`config.mk`:
```
export PLATFORM = sky130hd
export DESIGN_NAME = arb_rr_mux
export DESIGN_NICKNAME = d
export VERILOG_FILES = /design/src/rtl/arb_pkg.sv /design/src/rtl/mux_bin_tree.sv /design/src/rtl/pri_rr.sv /design/src/rtl/arb_rr_mux.sv
export SDC_FILE = /design/constraint.sdc
export NUM_CORES = 1
export LEC_CHECK = 0
export BUFFER_PORTS_ARGS = -buffer_cell sky130_fd_sc_hd__buf_2
export CORE_ASPECT_RATIO = 0.7
export CORE_MARGIN = 5
export CORE_UTILIZATION = 25
export CTS_CLUSTER_DIAMETER = 80
export DETAILED_ROUTE_END_ITERATION = 10
export SLEW_MARGIN = 40
export SYNTH_ARGS = -nofsm -noshare
export SYNTH_HDL_FRONTEND = slang
export SYNTH_SLANG_ARGS = --single-unit
export TNS_END_PERCENT = 1
```
`constraint.sdc`:
```
create_clock -name clk -period 1.4 [get_ports clk]
set_input_delay 0.07 -clock clk [delete_from_list [all_inputs] [get_ports clk]]
set_output_delay 0.07 -clock clk [all_outputs]
set_load 0.01 [all_outputs]
```
`src/rtl/arb_pkg.sv`:
```
// Shared helpers for the round-robin arbiter slice.
package arb_pkg;

  // Wrap-around increment of a requester index.
  function automatic int unsigned rr_next(input int unsigned ptr, input int unsigned width);
    return (ptr == width - 1) ? 0 : ptr + 1;
  endfunction

endpackage

```
`src/rtl/mux_bin_tree.sv`:
```
// Binary-select mux: radix-SPLIT tree (IMPLEMENTATION 0) or a flat index.
// SPLIT must be a power of 2; unused leaves of a ragged tree read as zero.
module mux_bin_tree #(
  parameter  type DAT_T          = logic [7:0],
  parameter  int  WIDTH          = 4,
  parameter  int  SPLIT          = 2,
  parameter  int  IMPLEMENTATION = 0,
  localparam int  WIDTH_LOG      = $clog2(WIDTH)
) (
  input  DAT_T [WIDTH-1:0]     ary,
  input  logic [WIDTH_LOG-1:0] bin,
  output DAT_T                 out
);

  if (IMPLEMENTATION == 0) begin : g_tree
    localparam int SL  = $clog2(SPLIT);
    localparam int LVL = (WIDTH_LOG + SL - 1) / SL;
    localparam int PAD = 1 << (LVL * SL);

    logic [LVL*SL-1:0] sel;
    assign sel = (LVL*SL)'(bin);

    // Level 0 holds the leaves; each level up consumes one SL-bit digit of sel.
    for (genvar k = 0; k <= LVL; k++) begin : g_lvl
      localparam int N = PAD >> (k * SL);
      DAT_T node [N];
      if (k == 0) begin : g_leaf
        for (genvar j = 0; j < N; j++) begin : g_j
          if (j < WIDTH) begin : g_in
            assign node[j] = ary[j];
          end else begin : g_pad
            assign node[j] = '0;
          end
        end
      end else begin : g_mux
        localparam int IW = $clog2(N * SPLIT);
        for (genvar j = 0; j < N; j++) begin : g_j
          logic [IW-1:0] idx;
          assign idx     = IW'(j * SPLIT) | IW'(sel[(k-1)*SL +: SL]);
          assign node[j] = g_lvl[k-1].node[idx];
        end
      end
    end

    assign out = g_lvl[LVL].node[0];
  end else begin : g_flat
    assign out = ary[bin];
  end

endmodule

```
`src/rtl/pri_rr.sv`:
```
// Rotating priority encoder: first set req bit at or after ptr, wrapping.
module pri_rr #(
  parameter  int WIDTH     = 4,
  localparam int WIDTH_LOG = $clog2(WIDTH)
) (
  input  logic [WIDTH-1:0]     req,
  input  logic [WIDTH_LOG-1:0] ptr,
  output logic [WIDTH_LOG-1:0] bin,
  output logic                 vld
);

  // Walk from the lowest priority upward so the last hit is the winner.
  // WIDTH is a power of 2, so the index sum wraps for free.
  always_comb begin
    bin = '0;
    vld = 1'b0;
    for (int i = WIDTH - 1; i >= 0; i--) begin
      if (req[ptr + WIDTH_LOG'(i)]) begin
        bin = ptr + WIDTH_LOG'(i);
        vld = 1'b1;
      end
    end
  end

endmodule

```
`src/rtl/arb_rr_mux.sv`:
```
// Round-robin arbiter feeding one mux_bin_tree into a one-deep output register.
// Define ARB_RR_MUX_LOCK_EN to hold the grant for a whole packet (req_lst marks the last beat).
module arb_rr_mux
  import arb_pkg::*;
#(
  parameter  type DAT_T          = logic [8-1:0],
  parameter  int  WIDTH          = 4,
  parameter  int  SPLIT          = 2,
  parameter  int  IMPLEMENTATION = 0,
  localparam int  WIDTH_LOG      = $clog2(WIDTH)
) (
  input  logic                 clk,
  input  logic                 rst,
  input  logic [WIDTH-1:0]     req_vld,
  input  logic [WIDTH-1:0]     req_lst,
  input  DAT_T [WIDTH-1:0]     req_dat,
  output logic [WIDTH-1:0]     req_rdy,
  output logic                 out_vld,
  input  logic                 out_rdy,
  output DAT_T                 out_dat,
  output logic [WIDTH_LOG-1:0] out_bin
);

  typedef logic [WIDTH_LOG-1:0] bin_t;

  bin_t ptr_q, ptr_d, rr_bin, g;
  bin_t out_bin_q, out_bin_d;
  DAT_T out_dat_q, out_dat_d, mux_dat;
  logic out_vld_q, out_vld_d;
  logic rr_vld, gnt_any, ld, xfer;

  pri_rr #(.WIDTH(WIDTH)) u_pri (
    .req (req_vld),
    .ptr (ptr_q),
    .bin (rr_bin),
    .vld (rr_vld)
  );

`ifdef ARB_RR_MUX_LOCK_EN
  logic lock_q, lock_d;
  bin_t lock_bin_q, lock_bin_d;

  // A locked requester that drops valid yields a bubble, never another grant.
  assign g       = lock_q ? lock_bin_q : rr_bin;
  assign gnt_any = lock_q ? req_vld[lock_bin_q] : rr_vld;
`else
  logic unused_lst;
  assign unused_lst = ^req_lst;
  assign g          = rr_bin;
  assign gnt_any    = rr_vld;
`endif

  mux_bin_tree #(
    .DAT_T          (DAT_T),
    .WIDTH          (WIDTH),
    .SPLIT          (SPLIT),
    .IMPLEMENTATION (IMPLEMENTATION)
  ) u_mux (
    .ary (req_dat),
    .bin (g),
    .out (mux_dat)
  );

  assign ld   = ~out_vld_q | out_rdy;
  assign xfer = ld & gnt_any & ~rst;

  always_comb begin
    req_rdy = '0;
    if (xfer) req_rdy[g] = 1'b1;
  end

  always_comb begin
    out_vld_d = out_vld_q;
    out_dat_d = out_dat_q;
    out_bin_d = out_bin_q;
    ptr_d     = ptr_q;
`ifdef ARB_RR_MUX_LOCK_EN
    lock_d     = lock_q;
    lock_bin_d = lock_bin_q;
`endif
    if (ld) out_vld_d = gnt_any;
    if (xfer) begin
      out_dat_d = mux_dat;
      out_bin_d = g;
`ifdef ARB_RR_MUX_LOCK_EN
      if (req_lst[g]) begin
        lock_d = 1'b0;
        ptr_d  = bin_t'(rr_next(32'(g), WIDTH));
      end else begin
        lock_d     = 1'b1;
        lock_bin_d = g;
      end
`else
      ptr_d = bin_t'(rr_next(32'(g), WIDTH));
`endif
    end
  end

  always_ff @(posedge clk or posedge rst) begin
    if (rst) begin
      out_vld_q  <= 1'b0;
      out_dat_q  <= '0;
      out_bin_q  <= '0;
      ptr_q      <= '0;
`ifdef ARB_RR_MUX_LOCK_EN
      lock_q     <= 1'b0;
      lock_bin_q <= '0;
`endif
    end else begin
      out_vld_q  <= out_vld_d;
      out_dat_q  <= out_dat_d;
      out_bin_q  <= out_bin_d;
      ptr_q      <= ptr_d;
`ifdef ARB_RR_MUX_LOCK_EN
      lock_q     <= lock_d;
      lock_bin_q <= lock_bin_d;
`endif
    end
  end

  assign out_vld = out_vld_q;
  assign out_dat = out_dat_q;
  assign out_bin = out_bin_q;

endmodule

```
# Word level (Yosys, flattened, before mapping)
# Index checks and enable logic that the tools add are counted.
[word_totals]
mem_bits_ro = 0
output_inout_bits = 15
ff_bits = 13
ram_bits = 0
n_memories = 0
elab_cells = 56
inputBits = 43
latch_bits = 0
[op_classes]
n_div = 0
eq_ne = 1
bitwise = 8
n_mul = 0
addsub = 4
n_lt_le_gt_ge = 9
mux = 29
n_reduce_logical = 1
shift = 0
[op_table]
columns = ["op", "n"]
rows = [
  ["$mux W8", 7],
  ["$bmux W8 S2", 2],
  ["$lt A2 B3 Y1 const B", 5],
  ["$mux W2", 5],
  ["$mux W1", 9],
  ["$bmux W1 S2", 4],
  ["$ge A3 B3 Y1 const B", 2],
  ["$add A2 B1 Y2 const B", 2],
  ["$add A2 B2 Y2 const B", 2],
  ["$mux W4", 1],
  ["$not A1 Y3", 1],
  ["$not A2 Y3", 1],
  ["$and A1 B1 Y1", 2],
  ["$demux W1 S2", 1],
  ["$eq A2 B2 Y1 const B", 1],
  ["$ge A2 B1 Y1 const B", 1],
  ["$ge A2 B2 Y1 const B", 1],
  ["$not A1 Y1", 2],
  ["$not A1 Y2", 1],
  ["$logic_and A1 B1 Y1", 1],
  ["$or A1 B1 Y1", 1],
]

# Logic depth before layout (Yosys ltp)
# Gate-level depths: netlist of the first run.
[logic_depth]
depth_word = 14
ltp_mapped = 6
ltp_nobuf = 5

# By module
# From an unflattened synthesis of the first run, not the netlist that was laid out.
[hier_totals]
hier_cells = 64
area_unflattened_um2 = 905.9
[modules_own_cells]
columns = ["module", "instances", "seq_area_each_um2", "cells_per_inst", "area_each_um2"]
rows = [
  ["arb_rr_mux", 1, 325.3, 41, 631.9],
  ["mux_bin_tree", 1, 0.0, 10, 196.4],
  ["pri_rr", 1, 0.0, 13, 77.6],
]

# Least setup slack after synthesis of the first run
# Ideal clock, no wire load.
[synth_path]
path_kind = "register -> register"
startpoint = "register ptr_q[1]"
endpoint = "register out_dat_q (netlist bit out_dat[6])"
arrival_ns = 1.310
path_stages_with_launch = 7
period_less_slack_ns = 1.441
setup_time_ns = 0.131
required_time_ns = 1.269
n_path_buf = 1
slack_ns = -0.041
cell_sequence = "dfrtp_1 a21oi_1 o21ai_1 a21oi_2 buf_4 mux2i_1 o221ai_2"
[synth_via]
elab_chain_cells = 14
word_cells_on_any_way = 33
classes_between = "3 x add/sub; 25 x mux; 5 x bitwise"
[synth_rtl]
columns = ["element", "line", "source"]
rows = [
  ["start, declared", "arb_rr_mux.sv:26", "bin_t ptr_q, ptr_d, rr_bin, g;"],
  ["start signal, assigned", "arb_rr_mux.sv:113", "ptr_q <= ptr_d;"],
  ["$add A2 B2 Y2", "pri_rr.sv:18, pri_rr.sv:19", ""],
  ["$bmux W1 S2", "pri_rr.sv:18", "if (req[ptr + WIDTH_LOG'(i)]) begin"],
  ["$mux W1 (not written as such)", "pri_rr.sv:18", ""],
  ["$mux W2 (4 in a row)", "pri_rr.sv:18", ""],
  ["$not A2 Y3 (not written as such) / $not A1 Y3 (equally long branches)", "mux_bin_tree.sv:40", "assign node[j] = g_lvl[k-1].node[idx];"],
  ["$bmux W8 S2", "mux_bin_tree.sv:40", ""],
  ["$mux W8 (not written as such) (5 in a row)", "mux_bin_tree.sv:40", ""],
  ["end signal, assigned", "arb_rr_mux.sv:111", "out_dat_q <= out_dat_d;"],
  ["end, declared", "arb_rr_mux.sv:28", "DAT_T out_dat_q, out_dat_d, mux_dat;"],
]
# Several ways; a longest one is shown, not always the timed one. The select of a mux whose other input is x is not followed.
# A chain may end at the register's enable or synchronous reset.

# Final worst setup path of the first run
[layout_path]
startpoint = "register ptr_q[0]"
endpoint = "output req_rdy[2]"
[layout_via]
elab_chain_cells = 12
word_cells_on_any_way = 27
classes_between = "3 x add/sub; 2 x order compare; 19 x mux; 2 x bitwise; 1 x reduce/logical"
[layout_rtl]
columns = ["element", "line", "source"]
rows = [
  ["$add A2 B2 Y2", "pri_rr.sv:18, pri_rr.sv:19", ""],
  ["$bmux W1 S2", "pri_rr.sv:18", ""],
  ["$mux W1 (not written as such)", "pri_rr.sv:18", ""],
  ["$mux W2 (4 in a row)", "pri_rr.sv:18", ""],
  ["$lt A2 B3 Y1 (not written as such) / $ge A2 B1 Y1 (equally long branches)", "arb_rr_mux.sv:69", "if (xfer) req_rdy[g] = 1'b1;"],
  ["$logic_and A1 B1 Y1 (not written as such)", "arb_rr_mux.sv:69", ""],
  ["$mux W1 (not written as such)", "arb_rr_mux.sv:69", ""],
  ["$demux W1 S2", "arb_rr_mux.sv:69", ""],
  ["$mux W4 *", "arb_rr_mux.sv:69", ""],
  ["end, declared", "arb_rr_mux.sv:17", "output logic [WIDTH-1:0] req_rdy,"],
]
# Every way passes the cells marked *; elsewhere a longest branch is shown, timed or not. The select of a mux whose other input is x is not followed.

==> flow_summary_export.csv, run 1 <==
group,metric,value,unit
timing,drv_slew,0,
synth,synth_common_cells,"mux2i_1, dfrtp_1, nand2_1, o221ai_2",
clock_tree,clock_path_buffers,2,
timing,setup_viol,13,
clock_tree,clk_pin_slew,0.06,ns
floorplan,num_io_pins,58,
cells_and_area,fill_cells,336,
pwr,cellPowerDensity,1360,nW/um2
place,io_buffer_count,53,
synth,synth_warnings,0,
place,gp_congestion,0.694,
pwr,p_total,0.00193,W
synth,ys_ff_latch,13,
drt,first_iter_violations,36,
drt,num_vias,902,
global_route,grt_pass1_wl,4.33,mm
cells_and_area,final_area,1410,um2
synth,postSynthAreaPerCell,10.3,um2
clock_tree,cts-root-buf,"clkbuf_8",
setup_path,worstPathRequired,1.33,ns
timing,setup_tns,-3.04,ns
global_route,grt_pass1_vias,936,
pwr,ir_drop,0.000571,V
timing,skew,0.00904,ns
clock_tree,cts-htree-levels,1,
synth,synth_flop_cell,"dfrtp_1",
cells_and_area,nNetsFinal,201,
clock_tree,clkSinkCount,13,
worst_hold_path,min_path_cells,3,
worst_hold_path,hp-class,"in -> reg",
timing,period_minus_slack,1.71,ns
global_route,gr-total-overflow,0,
timing,hold_viol_final,0,
synth,synth.most_common_cell,"mux2i_1",
cells_and_area,drive_gt1_share,60.5,%
synth,synth_compound_area_share,21.9,%
setup_path,crit_fanout,3,
floorplan,start_util,26.7,%
place,place_area,1200,um2
drt,drc_errors,0,
place,dpl.hpwl,2.09,mm
setup_path,path_class,"reg -> out",
global_route,track_usage,11.7,%
timing,setup_ws,-0.313,ns
drt,wl_per_cell,13.4,um
clock_tree,cts_tree,"done",
synth,ys_types,26,
drt,wirelength,2.74,mm
floorplan,coreArea,3230,um2
synth,synth_xor_area_share,1.02,%
synth,async_flop_share,100,%
timing,max_freq,0.584,GHz
setup_path,startpoint_type,"flip-flop",
cells_and_area,area_growth,63.7,%
synth,synth-edff-count,0,
timing,max_slew_margin,65.0,%
synth,synth_top_family_by_area,"compound AO/OA/AOI/OAI gates",
synth,synthTopCellsByArea,"dfrtp_1, mux2i_1, o221ai_2, nand2_1, a221oi_4",
timing,rsz0062_at_grt,"true",
status,violations,"setup timing",
place,pre_cts_slack,-0.140,ns
drt,viasPerCell,4.42,
synth,syn_area,862,um2
synth,yosysSeqAreaShare,37.7,%
setup_path,r2r.worst_path.cells,8,
synth,synth_top_area_cell,"dfrtp_1",
timing,tightest_slew,0.524,ns
floorplan,rows,17,
floorplan,die_x,80.2,um
timing,fin_crit_sh,122,%
cells_and_area,antenna_cells,0,
synth,synthCells,84,
setup_path,critPathArrivalTime,1.64,ns
floorplan,fp.dieH,59.1,um
synth,yosys.area_share.simple,13.5,%
clock_tree,worst_skew_pair.late_latency,0.25,ns
drt,antenna_left,0,
floorplan,dieArea,4740,um2
global_route,grt_max_degree,15,
synth,synth_top_cell_area_share,37.7,%
setup_path,endpoint_kind,"primary output",
timing,worst_hold_slack,0.146,ns
job,drv_cap,0,
synth,synthMuxAreaShare,18.6,%
status,status,"finished with violations",
global_route,antenna_found_initial,0,
clock_tree,cts_buffers,3,
drt,dr.pass1.iters,4,
pwr,cellLeakagePower,0.728,nW
synth,synth_adder_area_share,0,%
synth,synth_nets,127,
==> kinds of logic after synthesis <==
kind of cell | count (synthesis)
simple gates | 25
compound gates | 18
mux | 16
flops | 13
buf+inv | 11
xor+xnor | 1
==> cells in the final DEF, fill, tap and decap left out, drive strengths merged <==
cell and instances:
nor4 1, xnor2 1, dlygate4sd3 1, or3 1
clkbuf 4, o21ai 3, nor2b 1, nor2 4
a22o 1, a221oi 1, a21boi 1, o221ai 8
a21oi 4, nand2 13, or2b 1, buf 74
inv 5, mux2i 16, nor3 1, dfrtp 13
nand2b 3
==> registers in the layout, summed over array words and instances (netlist names) <==
| register | count |
|---|---|
| out_bin | 2 |
| out_dat | 8 |
| out_vld | 1 |
| ptr_q | 2 |
==> layout make-up <==
type | count | area (um2) | area share, %
Multi-Input combinational cell | 60 | 515 | 36.5
Inverter | 5 | 18.8 | 1.33
Tap cell | 47 | 58.8 | 4.17
Clock buffer | 4 | 45.0 | 3.19
Timing Repair Buffer | 75 | 448 | 31.7
Sequential cell | 13 | 325 | 23.0
==> repair_timing <==
item	CTS	global route
hold buffers	1	0
setup buffers	4	9
gates resized for setup	8	6
pin swaps	2	4
endpoints found under the setup margin	13	15
hold endpoints to repair	13	0
==> metal layers <==
layer | GRT usage [%] | routed length, um | vias up
met5 | 0 | 0 | -
met4 | 2.17 | 14 | 0
met3 | 4.10 | 227 | 4
met2 | 20.4 | 1340 | 38
met1 | 14.0 | 1150 | 416
li1 | - | - | 444
==> metrics by stage <==
stage,instances,util (%)
6_report,204,43.7
4_1_cts,195,40.7
3_3_place_gp,186,37.2
3_5_place_dp,186,37.2
5_1_grt,204,43.7
2_1_floorplan,84,-
==> final timing paths <==
check | end | slack, ns | startpoint
setup / recovery | req_rdy[2] | -0.31 | ptr_q[0]
hold / removal | out_dat[6] | 0.15 | req_dat[30]
setup reg to reg | out_dat[1] | -0.25 | ptr_q[0]
hold reg to reg | out_bin[1] | 0.48 | out_bin[1]
max in group asynchronous | out_dat[0] | 0.61 | rst
min in group asynchronous | out_vld | 0.43 | rst
==> power by group <==
part	internal [W]	switching [W]	leakage [nW]	total, W
logic	0.000527	0.000487	0.549	0.00101
registers	0.000500	0.0000691	0.156	0.000569
clock network	0.000201	0.000141	0.0228	0.000342
total	0.00123	0.000697	0.728	0.00193
==> worst max-delay path, cell delays in order (launching register included) <==
cell and delay (ns):
dfrtp_1 0.35, inv_2 0.04, a22o_1 0.23, a221oi_4 0.32
nand2b_4 0.20, buf_6 0.10, nor2_1 0.03, buf_2 0.13
Power figures use the tool's default switching activity.
==> inputs of run 2 (changes only) <==
--- a/config.mk
+++ b/config.mk
@@ -11,6 +11,7 @@
 export CORE_UTILIZATION = 25
 export CTS_CLUSTER_DIAMETER = 80
 export DETAILED_ROUTE_END_ITERATION = 10
+export REMOVE_ABC_BUFFERS = 1
 export SLEW_MARGIN = 40
 export SYNTH_ARGS = -nofsm -noshare
 export SYNTH_HDL_FRONTEND = slang
==> flow_summary_export.csv, run 2 (synthesized netlist as in run 1, its figures left out) <==
group,metric,value,unit
place,gp_congestion,0.653,
timing,hold_viol_final,0,
timing,setup_viol,16,
setup_path,worstPathRequired,1.33,ns
drt,met2WireLength,1.33,mm
place,pre_cts_slack,-0.130,ns
cells_and_area,largest_reg_flops,8,
clock_tree,clk_pin_slew,0.07,ns
cells_and_area,final_area,1380,um2
drt,wl_per_cell,13.9,um
clock_tree,cts_tree,"done",
floorplan,rows,17,
timing,setup_tns,-3.01,ns
setup_path,endpoint_kind,"primary output",
clock_tree,cts-htree-levels,1,
timing,skew,0.00614,ns
clock_tree,cts_buffers,3,
clock_tree,cts-root-buf,"clkbuf_8",
setup_path,cp_cell_sequence,"inv_2 > a22o_1 > a221oi_4 > nand2b_4 > buf_6 > nor2_2 > buf_2",
cells_and_area,antenna_cells,0,
drt,wirelength,2.75,mm
cells_and_area,final_common_cell,"buf_2",
pwr,p_seq_share,30.2,%
floorplan,start_util,26.7,%
worst_hold_path,hp-class,"in -> reg",
clock_tree,clkSinkCount,13,
timing,rsz0062_at_grt,"true",
pwr,ir_drop,0.000555,V
drt,viasPerCell,4.46,
place,place_area,1220,um2
floorplan,die_x,80.2,um
global_route,grt_max_degree,15,
drt,met1Wirelength,1.18,mm
status,status,"finished with violations",
pwr,p_int,0.00118,W
setup_path,cpMaxStageDelayCell,"dfrtp_1",
drt,num_vias,883,
floorplan,fp.dieH,59.1,um
pwr,switchingPower,0.000689,W
timing,period_minus_slack,1.68,ns
global_route,gr-total-overflow,0,
global_route,antenna_found_initial,0,
drt,drc_errors,0,
cells_and_area,area_growth,59.5,%
status,violations,"setup timing",
timing,max_freq,0.594,GHz
drt,dr.pass1.iters,4,
global_route,grt_pass1_wl,4.37,mm
cells_and_area,layout_common_cells,"buf_2, mux2i_1, dfrtp_1",
job,drv_cap,0,
drt,antenna_left,0,
timing,setup_ws,-0.284,ns
drt,routed.top_layer,"met4",
drt,met3WireLength,229,um
floorplan,dieArea,4740,um2
drt,first_iter_violations,23,
floorplan,coreArea,3230,um2
place,dpl.hpwl,2.08,mm
setup_path,startpoint_type,"flip-flop",
cells_and_area,drive_gt1_share,59.6,%
cells_and_area,nNetsFinal,195,
global_route,grt_pass1_vias,985,
global_route,track_usage,11.9,%
setup_path,path_buf_inv,3,
place,io_buffer_count,53,
pwr,sw_frac_of_total,36.8,%
pwr,p_comb_share,51.1,%
setup_path,path_class,"reg -> out",
pwr,cellLeakagePower,0.700,nW
floorplan,num_io_pins,58,
setup_path,cpPeakStageDelay,0.35,ns
timing,drv_slew,0,
timing,max_slew_margin,62.0,%
timing,fin_crit_sh,120,%
pwr,cellPowerDensity,1360,nW/um2
timing,tightest_slew,0.565,ns
pwr,clkPwrFrac,18.6,%
setup_path,crit_fanout,3,
setup_path,crit_family,"compound AO/OA/AOI/OAI gates",
clock_tree,worst_skew_pair.late_latency,0.25,ns
setup_path,critPathArrivalTime,1.61,ns
clock_tree,clock_path_buffers,2,
## run 2: cell count changes in the layout (fill, tap and decap cells not counted), moves of 3 or more
cell     previous run  this run
a21oi_1             0         3
a21oi_2             4         1
nor2_2              0         3
buf_4              17         9
nor2_1              4         1
## run 2: path summary, 6_finish.rpt
| path | startpoint | to | slack, ns | cells after the start |
|---|---|---|---|---|
| worst max-delay path | ptr_q[0] | req_rdy[0] | -0.28 | 7 |
| worst min-delay path | req_dat[5] | out_dat[5] | 0.14 | 3 |
| worst max register to register | ptr_q[0] | ptr_q[0] | -0.26 | 8 |
| worst min register to register | out_bin[1] | out_bin[1] | 0.48 | 2 |
| max in group asynchronous | rst | out_dat[0] | 0.63 | 3 |
| min in group asynchronous | rst | out_dat[7] | 0.42 | 3 |
## run 2: final cells by class
type,instances,area (um2)
Clock buffer,3,41.3
Clock inverter,1,5.00
Fill cell,338,1860
Inverter,5,18.8
Multi-Input combinational cell,60,507
Sequential cell,13,325
Tap cell,47,58.8
Timing Repair Buffer,69,419
## run 2: worst min-delay path, stage by stage
cell and delay, ns:
buf_2 0.07, mux2i_1 0.06, o221ai_2 0.14
## run 2: power groups by stage
stage                     Combinational [W]  Clock [W]  Sequential, W
after floorplan                    0.000442          0       0.000628
after global placement             0.000844          0       0.000570
after detailed placement           0.000879          0       0.000565
after CTS                          0.000948   0.000359       0.000565
after global routing                0.00105   0.000369       0.000578
final                              0.000957   0.000349       0.000566
## run 2: metrics by stage
stage	hold slack, ns	power [W]	utilization [%]	cells
floorplan	-0.0530	0.00107	-	78
global placement	0.145	0.00141	37.8	187
detailed placement	0.161	0.00144	37.8	187
CTS	0.137	0.00187	41.7	197
global route	0.146	0.00200	42.5	198
finish	0.138	0.00187	42.5	198
## run 2: per-layer routing
| layer | vias up | track usage [%] |
|---|---|---|
| li1 | 435 | - |
| met1 | 409 | 13.6 |
| met4 | 0 | 4.58 |
| met3 | 2 | 3.95 |
| met2 | 37 | 20.8 |
| met5 | - | 0 |
## run 2: what timing repair did
| action | 4_1_cts | 5_1_grt |
|---|---|---|
| endpoints found under the hold margin | 13 | 0 |
| resized for setup | 11 | 4 |
| buffers inserted | 5 | 1 |
| hold buffers | 1 | 0 |
| endpoints found under the setup margin | 15 | 16 |
| pin swaps | 5 | 5 |
| gates cloned | 0 | 0 |
==> inputs of run 3 (changes only) <==
==> constraint.sdc (replaced) <==
create_clock -name clk -period 1.9 [get_ports clk]
set_input_delay 0.095 -clock clk [delete_from_list [all_inputs] [get_ports clk]]
set_output_delay 0.095 -clock clk [all_outputs]
set_load 0.01 [all_outputs]
==> flow_summary_export.csv, run 3 (synthesized netlist as in run 1, its figures left out) <==
group,metric,value,unit
status,status,"completed",
timing,rsz0062_at_grt,"true",
drt,dr.pass1.iters,4,
floorplan,start_util,26.7,%
place,io_buffer_count,53,
global_route,track_usage,11.6,%
pwr,ir_drop,0.000400,V
timing,fin_crit_sh,96.4,%
place,dpl.hpwl,2.00,mm
cells_and_area,drive_gt1_share,56.7,%
timing,hold_viol_final,0,
global_route,gr-total-overflow,0,
floorplan,fp.dieH,59.1,um
drt,drc_errors,0,
pwr,cellLeakagePower,0.690,nW
floorplan,die_x,80.2,um
clock_tree,cts-root-buf,"clkbuf_8",
timing,setup_tns,0,ns
floorplan,coreArea,3230,um2
pwr,cellPowerDensity,967,nW/um2
setup_path,crit_fanout,3,
clock_tree,cts_buffers,3,
job,drv_cap,0,
pwr,p_total,0.00130,W
clock_tree,worst_skew_pair.late_latency,0.24,ns
cells_and_area,largest_reg_flops,8,
timing,drv_slew,0,
drt,viasPerCell,4.36,
floorplan,num_io_pins,58,
drt,first_iter_violations,29,
floorplan,rows,17,
cells_and_area,nNetsFinal,194,
drt,wirelength,2.54,mm
setup_path,worstPathRequired,1.80,ns
global_route,antenna_found_initial,0,
place,place_area,1170,um2
clock_tree,cts_tree,"done",
setup_path,endpoint_kind,"primary output",
cells_and_area,area_growth,55.4,%
timing,period_minus_slack,1.83,ns
worst_hold_path,hp-class,"in -> reg",
timing,setup_viol,0,
setup_path,path_class,"reg -> out",
place,gp_congestion,0.654,
global_route,grt_max_degree,15,
timing,max_freq,0.546,GHz
floorplan,dieArea,4740,um2
cells_and_area,antenna_cells,0,
setup_path,startpoint_type,"flip-flop",
clock_tree,cts-htree-levels,1,
cells_and_area,final_common_cell,"buf_2",
cells_and_area,final_area,1340,um2
clock_tree,clkSinkCount,13,
drt,wl_per_cell,12.9,um
global_route,grt_pass1_wl,4.23,mm
cells_and_area,layout_common_cells,"buf_2, mux2i_1, dfrtp_1",
setup_path,critPathArrivalTime,1.74,ns
clock_tree,clk_pin_slew,0.06,ns
global_route,grt_pass1_vias,888,
timing,skew,0.00179,ns
clock_tree,clock_path_buffers,2,
timing,tightest_slew,0.592,ns
drt,antenna_left,0,
timing,max_slew_margin,60.2,%
drt,num_vias,859,
==> run 3: per-stage QoR <==
step	std cells	hold slack (ns)	util, %	worst slack [ns]
after CTS	187	0.158	38.0	0.0385
final	197	0.160	41.4	0.0693
after detailed placement	182	0.182	36.3	0.260
after global placement	182	0.167	36.3	0.327
after floorplan	78	-0.0280	-	-0.0603
after global routing	197	0.167	41.4	-0.0305
==> run 3: worst paths after layout <==
| check | startpoint | end | slack (ns) | cells past startpoint |
|---|---|---|---|---|
| setup / recovery | ptr_q[0] | req_rdy[0] | 0.07 | 7 |
| hold / removal | req_dat[14] | out_dat[6] | 0.16 | 3 |
| setup reg to reg | ptr_q[0] | out_dat[6] | 0.24 | 7 |
| hold reg to reg | out_bin[1] | out_bin[1] | 0.48 | 2 |
| max in group asynchronous | rst | out_dat[4] | 1.10 | 3 |
| min in group asynchronous | rst | out_bin[1] | 0.46 | 3 |
==> run 3: repair_timing <==
item                                   CTS  global route
hold buffers                             1             0
buffers inserted                         0            10
setup endpoints to repair                0             3
resized for setup                        0            10
endpoints found under the hold margin   13             0
==> run 3: report_power, final <==
group          leakage [nW]  total (W)  internal [W]  switching (W)
Combinational         0.511   0.000623      0.000313       0.000310
Clock                0.0228   0.000247      0.000148      0.0000984
Sequential            0.156   0.000427      0.000368      0.0000588
Total                 0.690    0.00130      0.000829       0.000467
==> run 3: layer usage <==
metal  up-vias  global-route usage [%]  routed length (um)
met1       389                    13.6                1110
met4         0                    3.86                  15
met5         -                       0                   0
met2        37                    18.8                1140
met3         2                    5.62                 272
li1        431                       -                   -
==> run 3: worst max-delay path, stage by stage (launching register included) <==
cell and delay, ns:
dfrtp_1 0.35, inv_2 0.04, a22o_1 0.25, a221oi_4 0.36, nand2b_4 0.22, buf_6 0.11
nor2_2 0.03, buf_2 0.13
==> run 3: final cells by class <==
| type | instances | area, um2 |
|---|---|---|
| fill | 336 | 1890 |
| multi-input combinational | 60 | 497 |
| timing repair buffer | 68 | 395 |
| sequential | 13 | 325 |
| tap | 47 | 58.8 |
| clock buffer | 4 | 45.0 |
| inverter | 5 | 18.8 |
